`config.mk`:
```
export PLATFORM = sky130hd
export DESIGN_NAME = stage_if
export DESIGN_NICKNAME = d
export VERILOG_FILES = /design/src/rtl/risc16_pkg.sv /design/src/rtl/stage_if_skid.sv /design/src/rtl/stage_if.sv
export SDC_FILE = /design/constraint.sdc
export NUM_CORES = 1
export LEC_CHECK = 0
export ABC_CLOCK_PERIOD_IN_PS = 2750
export BUFFER_PORTS_ARGS = -buffer_cell sky130_fd_sc_hd__clkbuf_2
export CELL_PAD_IN_SITES_DETAIL_PLACEMENT = 0
export CELL_PAD_IN_SITES_GLOBAL_PLACEMENT = 1
export CORE_ASPECT_RATIO = 2
export CORE_MARGIN = 2
export CORE_UTILIZATION = 25
export CTS_BUF_LIST = sky130_fd_sc_hd__clkbuf_4 sky130_fd_sc_hd__clkbuf_8
export DETAILED_ROUTE_END_ITERATION = 7
export GPL_ROUTABILITY_DRIVEN = 0
export PLACE_DENSITY = 0.52
export SETUP_SLACK_MARGIN = 0.5
export SLEW_MARGIN = 40
export SYNTH_ARGS = -nofsm -noshare
export SYNTH_HDL_FRONTEND = slang
export SYNTH_HIERARCHICAL = 1
export SYNTH_SLANG_ARGS = --single-unit
```
`constraint.sdc`:
```
create_clock -name clk_i -period 2.75 [get_ports clk_i]
set_clock_uncertainty 0.15 [all_clocks]
set_input_delay 0.55 -clock clk_i [delete_from_list [all_inputs] [get_ports clk_i]]
set_output_delay 0.55 -clock clk_i [all_outputs]
set_load 0.05 [all_outputs]
```
`src/rtl/risc16_pkg.sv`:
```
// Shared types for the 16-bit RISC pipeline: instruction word layout,
// fetch-stage state encoding and common constants.
package risc16;

  localparam int PC_WIDTH = 16;

  // All-zero word decodes as OP_NOP in the decode stage.
  typedef struct packed {
    logic [3:0] opcode;
    logic [2:0] rd;
    logic [2:0] rs1;
    logic [5:0] imm;
  } inst_t;

  localparam inst_t INSTR_NOP = '0;

  typedef enum logic [1:0] {
    BOOT  = 2'd0,
    RUN   = 2'd1,
    FLUSH = 2'd2
  } if_state_t;

endpackage

```
`src/rtl/stage_if_skid.sv`:
```
// One-entry {instr, pc} holding register used by the fetch stage to park the
// response that lands while decode is stalled.
module if_skid_reg
  import risc16::*;
#(
  parameter int PC_WIDTH = risc16::PC_WIDTH
) (
  input  logic                clk_i,
  input  logic                rst_i,
  input  logic                load_i,
  input  logic                drain_i,
  input  logic                clear_i,
  input  inst_t               instr_i,
  input  logic [PC_WIDTH-1:0] pc_i,
  output inst_t               instr_o,
  output logic [PC_WIDTH-1:0] pc_o,
  output logic                full_o
);

  always_ff @(posedge clk_i or posedge rst_i) begin
    if (rst_i) begin
      full_o  <= 1'b0;
      instr_o <= INSTR_NOP;
      pc_o    <= '0;
    end else if (clear_i) begin
      full_o  <= 1'b0;
    end else if (load_i) begin
      full_o  <= 1'b1;
      instr_o <= instr_i;
      pc_o    <= pc_i;
    end else if (drain_i) begin
      full_o  <= 1'b0;
    end
  end

endmodule

```
`src/rtl/stage_if.sv`:
```
// Instruction-fetch stage: owns the PC, drives a 1-cycle synchronous imem and
// registers one instruction per cycle toward decode, with stall skid and
// redirect flush. Optional perf counters: RISC16_IF_PERF_CNT_EN.
module stage_if
  import risc16::*;
#(
  parameter int                  PC_WIDTH = risc16::PC_WIDTH,
  parameter logic [PC_WIDTH-1:0] RESET_PC = '0
) (
  input  logic                clk_i,
  input  logic                rst_i,
  input  logic                stall_i,
  input  logic                redirect_valid_i,
  input  logic [PC_WIDTH-1:0] redirect_pc_i,
  output logic                imem_rd_en_o,
  output logic [PC_WIDTH-1:0] imem_addr_o,
  input  logic [15:0]         imem_rdata_i,
  output inst_t               instr_o,
  output logic                instr_valid_o,
`ifdef RISC16_IF_PERF_CNT_EN
  output logic [PC_WIDTH-1:0] pc_o,
  output logic [31:0]         perf_fetch_cnt_o,
  output logic [31:0]         perf_stall_cnt_o
`else
  output logic [PC_WIDTH-1:0] pc_o
`endif
);

  if_state_t           state_q, state_d;
  logic [PC_WIDTH-1:0] pc_q;
  logic                inflight_q;
  logic [PC_WIDTH-1:0] inflight_pc_q;

  logic                fetch;
  logic                resp;

  inst_t               instr_d;
  logic                valid_d;
  logic [PC_WIDTH-1:0] pc_out_d;

  logic                skid_load, skid_drain, skid_full;
  inst_t               skid_instr;
  logic [PC_WIDTH-1:0] skid_pc;

  assign fetch        = (state_q != BOOT) && !stall_i && !redirect_valid_i;
  // FLUSH is the cycle after a redirect; anything landing then belongs to the old stream.
  assign resp         = inflight_q && (state_q != FLUSH);
  assign imem_rd_en_o = fetch;
  assign imem_addr_o  = pc_q;

  always_ff @(posedge clk_i or posedge rst_i) begin
    if (rst_i) begin
      state_q <= BOOT;
    end else begin
      state_q <= state_d;
    end
  end

  always_comb begin
    state_d = state_q;
    unique case (state_q)
      BOOT:    state_d = RUN;
      RUN:     state_d = RUN;
      FLUSH:   state_d = RUN;
      default: state_d = BOOT;
    endcase
    if (redirect_valid_i) begin
      state_d = FLUSH;
    end
  end

  always_ff @(posedge clk_i or posedge rst_i) begin
    if (rst_i) begin
      pc_q          <= RESET_PC;
      inflight_q    <= 1'b0;
      inflight_pc_q <= '0;
    end else begin
      inflight_q <= fetch;
      if (redirect_valid_i) begin
        pc_q <= redirect_pc_i;
      end else if (fetch) begin
        pc_q          <= pc_q + 1'b1;
        inflight_pc_q <= pc_q;
      end
    end
  end

  assign skid_load  = stall_i && !redirect_valid_i && resp;
  assign skid_drain = skid_full && !stall_i && !redirect_valid_i;

  if_skid_reg #(
    .PC_WIDTH(PC_WIDTH)
  ) u_skid (
    .clk_i  (clk_i),
    .rst_i  (rst_i),
    .load_i (skid_load),
    .drain_i(skid_drain),
    .clear_i(redirect_valid_i),
    .instr_i(inst_t'(imem_rdata_i)),
    .pc_i   (inflight_pc_q),
    .instr_o(skid_instr),
    .pc_o   (skid_pc),
    .full_o (skid_full)
  );

  always_comb begin
    instr_d  = INSTR_NOP;
    valid_d  = 1'b0;
    pc_out_d = '0;
    if (redirect_valid_i) begin
      instr_d  = INSTR_NOP;
    end else if (stall_i) begin
      instr_d  = instr_o;
      valid_d  = instr_valid_o;
      pc_out_d = pc_o;
    end else if (skid_full) begin
      instr_d  = skid_instr;
      valid_d  = 1'b1;
      pc_out_d = skid_pc;
    end else if (resp) begin
      instr_d  = inst_t'(imem_rdata_i);
      valid_d  = 1'b1;
      pc_out_d = inflight_pc_q;
    end
  end

  always_ff @(posedge clk_i or posedge rst_i) begin
    if (rst_i) begin
      instr_o       <= INSTR_NOP;
      instr_valid_o <= 1'b0;
      pc_o          <= '0;
    end else begin
      instr_o       <= instr_d;
      instr_valid_o <= valid_d;
      pc_o          <= pc_out_d;
    end
  end

  // A response only follows an unstalled cycle, and that cycle drained the skid.
  skid_no_overflow : assert property (@(posedge clk_i) disable iff (rst_i)
    !(skid_full && resp));

`ifdef RISC16_IF_PERF_CNT_EN
  always_ff @(posedge clk_i or posedge rst_i) begin
    if (rst_i) begin
      perf_fetch_cnt_o <= '0;
      perf_stall_cnt_o <= '0;
    end else begin
      if (fetch && (perf_fetch_cnt_o != 32'hFFFF_FFFF)) begin
        perf_fetch_cnt_o <= perf_fetch_cnt_o + 32'd1;
      end
      if (stall_i && (perf_stall_cnt_o != 32'hFFFF_FFFF)) begin
        perf_stall_cnt_o <= perf_stall_cnt_o + 32'd1;
      end
    end
  end
`endif

endmodule

```
# Yosys cells after proc, flatten, opt, wreduce, memory -nomap -nowiden
# Cells that the tools add are included.
# op_classes
n_addsub	1
n_eq_ne	4
muxes	19
n_bitwise	1
reduce_logical	16
# op_table
op	count
two-way mux 16 bit	10
adder 16 x 1 -> 16 bit, second input constant	1
two-way mux 1 bit	8
logical AND 1 bit	7
AND reduction 2 bit	2
nonzero test 2 bit	2
nonzero test 3 bit	1
OR reduction 3 bit	1
equality test 2 x 1 -> 1 bit, second input constant	1
equality test 2 bit, second input constant	1
zero test 1 bit	2
zero test 2 bit	1
two-way mux 2 bit	1
inequality test 2 x 1 -> 1 bit, second input constant	1
inequality test 2 bit, second input constant	1
NOT 1 bit	1
# word_totals
register_bits	101
elab_cells	57

# Depth between registers and ports, before layout
# logic_depth
ltp_word	6
ltp_mapped	8
mapped_depth_nobuf	5

# Cells and area by module
# Netlist, hierarchy kept.
# by_module_without_submodules
module	instances	cells_each	area_per_inst_um2
stage_if	1	297	3178.0
if_skid_reg	1	74	1402.6

# Least setup slack after synthesis
# Ideal clock, no wire load.
# synth_timing
path_kind	in2reg
from	input stall_i
to	register u_skid/instr_o[0] in the netlist's numbering
setup_ns	0.125
t_arrival_ns	2.108
t_required_ns	2.475
setup_slack_ns	0.366
cell_stages	8
n_path_buf	5
path_cell_list	buf_6 -> clkbuf_1 -> clkbuf_1 -> nor3b_1 -> nor2b_4 -> buf_6 -> buf_12 -> mux2_4
# synth_between
elab_chain_cells	3
# synth_lines
item	line	text
start: declaration	stage_if.sv:12	input logic stall_i,
logical AND 1 bit (2 in a row)	stage_if.sv:88	assign skid_load = stall_i && !redirect_valid_i && resp;
via skid_load	stage_if.sv:41	logic skid_load, skid_drain, skid_full;
AND reduction 2 bit (no line)	--	
end signal: assignment	stage_if_skid.sv:29	instr_o <= instr_i;
end: declaration	stage_if_skid.sv:15	output inst_t instr_o,
# The timed path passes the listed nets, and every way through them passes these cells.
# A chain may end at the register's enable or synchronous reset.

# Final worst setup path
# layout_timing
from	register state_q[0]
to	output imem_rd_en_o
# layout_between
elab_chain_cells	3
# layout_lines
item	line	text
start: declaration	stage_if.sv:29	if_state_t state_q, state_d;
start signal: assignment	stage_if.sv:55	state_q <= state_d;
nonzero test 2 bit	stage_if.sv:45	assign fetch = (state_q != BOOT) && !stall_i && !redirect_valid_i;
logical AND 1 bit (2 in a row)	stage_if.sv:45	
end: declaration	stage_if.sv:15	output logic imem_rd_en_o,
# No other way between the ends.

==> out/results.tsv <==
metric	value	unit
r2r-start	state_q[1]	
wl_met3	386	um
holdBufCountCts	0	
synth_cell_type_count	38	
synth_cells	371	
final_area	5420	um2
avgSynthCellArea	12.3	um2
root_buffer	clkbuf_8	
internal-power	2430	uW
drc	0	
period_needed	2.11	ns
synth_area	4580	um2
numClockSinks	101	
grt_pass1_vias	3501	
numPortBuffers	85	
pwr-share-clk	26.8	%
critPathMaxFanout	5	
track_usage	13.0	%
yosys-top-cells-area	dfrtp_1 55%, mux2_4 9.8%, a221oi_1 6.3%	
wl_per_cell	18.2	um
dp_hpwl	8100	um
post_cts_buffers	0	
total_power	3540	uW
slew_headroom	51.5	%
synth_most_common_cell	dfrtp_1	
worst_setup_path_end_kind	output pin	
switching_share	31.1	%
start_util	25.3	%
coreArea	18100	um2
vdd.ir_drop.worst	0.000211	V
rr_worst_depth	6	
fillCellCount	1917	
drt-initial-drc-count	66	
synthArstFlopShare	100	%
cts_buffers	9	
maxCapViolations	0	
clock_path_buffers	2	
tritoncts	built	
gr-total-overflow	0	
synth-seq-area-share	55.2	%
n_antenna_cell	0	
combPwrFrac	20.2	%
fin_crit_sh	76.6	%
tns	0	ns
vias	3217	
p_leak	0.00243	uW
die_area	19500	um2
vias_per_cell	4.82	
place_area	5230	um2
wl_met1	4770	um
p_switching	1100	uW
antenna_found_initial	0	
p_per_area	653	nW/um2
die_w	99.7	um
crit_required	2.05	ns
fmax	475	MHz
final_nets	485	
utilization	29.9	%
wl_met2	6730	um
ff2ff_setup_slack	0.71	ns
worstSetupStartpointType	flip-flop	
drt-pass1-iter-count	4	
die_y	195	um
pwr-share-seq	52.9	%
dr.max_layer_used	met4	
critPathKind	reg -> out	
synth_ff_type	dfrtp_1	
cp.arrival	1.41	ns
startpoint	state_q[0]	
totalWireLength	12200	um
synth_edf_count	0	
hold_viol_final	0	
yosys.area.top_type_share	55.2	%
r2r_end	u_skid/pc_o[4]	
placement_rows	70	
grt_max_degree	65	
ios	86	
setup_viol_count_final	0	
clk_latency	0.37	ns
grt_pass1_wl	19300	um
ant_nets	0	
worst_slew_pin_slew	0.726	ns
syn_nets	408	
drv_slew	0	
drive_gt1_share	36.5	%
syn_to_final_growth	18.3	%
clk_pin_slew	0.10	ns
outcome	finished, final reports clean	
rsz0062_at_grt	no	
synth_common_cells	101 x dfrtp_1, 33 x a221oi_1, 33 x nor3_1, 32 x nor2b_1, 30 x mux2_4	
htreeDepth	3	
synth_top_area_cell	dfrtp_1	
yosys_warnings	6	
ys_ff_latch	101	
hold_path_class	in -> async	
-- per-stage QoR --
stage                     setup slack [ns]  cells  hold WS, ns
after global routing                 0.548    668        0.180
after detailed placement             0.473    653        0.342
after global placement               0.428    653        0.342
after CTS                            0.574    668        0.141
final                                0.643    668        0.132
after floorplan                      0.504    371        0.331
-- metal layers --
metal  track usage, %  vias to the layer above
li1                 -                     1501
met1             14.5                     1630
met2             23.5                       71
met3             2.04                       15
met4             6.19                        0
met5                0                        -
-- area by class of cell --
cell class                      count  area [um2]  share of cell area, %
Clock buffer                        9         124                   2.29
Multi-Input combinational cell    233        1860                   34.4
Tap cell                          216         270                   4.99
Clock inverter                      6        63.8                   1.18
Inverter                            9        37.5                  0.693
Timing Repair Buffer               94         533                   9.84
Sequential cell                   101        2530                   46.6
-- worst max path at each step --
| stage | end | slack (ns) | cells past startpoint |
|---|---|---|---|
| 2_1_floorplan | u_skid/instr_o[0] | 0.50 | 8 |
| 3_3_place_gp | pc_o[11] | 0.43 | 4 |
| 3_5_place_dp | inflight_pc_q[12] | 0.47 | 5 |
| 4_1_cts | imem_rd_en_o | 0.57 | 3 |
| 5_1_grt | imem_rd_en_o | 0.55 | 3 |
| 6_report | imem_rd_en_o | 0.64 | 3 |
-- kinds of logic after synthesis --
group	Yosys count	share of synthesized area, %
flops	101	55.2
simple gates	115	13.9
xor+xnor	9	1.72
buf+inv	37	4.48
mux	49	14.5
fa+ha+maj	1	0.273
compound gates	59	9.94
-- layout by cell type (no fill, tap or decap), types with 7 or more instances in the layout --
cell      netlist  final
o21ai_0        14     14
mux2_4         30     30
mux2_2         18     18
dfrtp_1       101    101
nand2_1        17     17
clkbuf_8        0      9
a221oi_1       33     33
nor3_1         33     33
clkbuf_2        0     84
buf_4           0      7
nor2b_1        32     32
inv_1           8      7
-- flip-flops by register name (all words and copies together), names as in the netlist --
register / count
state_q: 2
instr_valid_o: 1
imem_addr_o: 16
u_skid/pc_o: 16
instr_o: 16
inflight_q: 1
inflight_pc_q: 16
pc_o: 16
u_skid/instr_o: 16
u_skid/full_o: 1
-- worst max-delay path, cell delays in order, from the launching register on --
cell	delay, ns
dfrtp_1	0.47
o21bai_4	0.10
nor2_2	0.28
buf_12	0.18
-- power groups by stage --
stage          Clock, uW  Combinational [uW]  Sequential (uW)
3_3_place_gp           0                 713             1890
6_report             949                 715             1870
5_1_grt             1050                 772             1910
3_5_place_dp           0                 725             1900
4_1_cts             1010                 729             1870
2_1_floorplan          0                 387             2020
-- repair_timing --
item | CTS | global route
hold endpoints to repair | 0 | 0
gates resized for setup | 1 | 0
setup endpoints to repair | 1 | 0
Note: power is estimated with default switching activity, not from simulation.
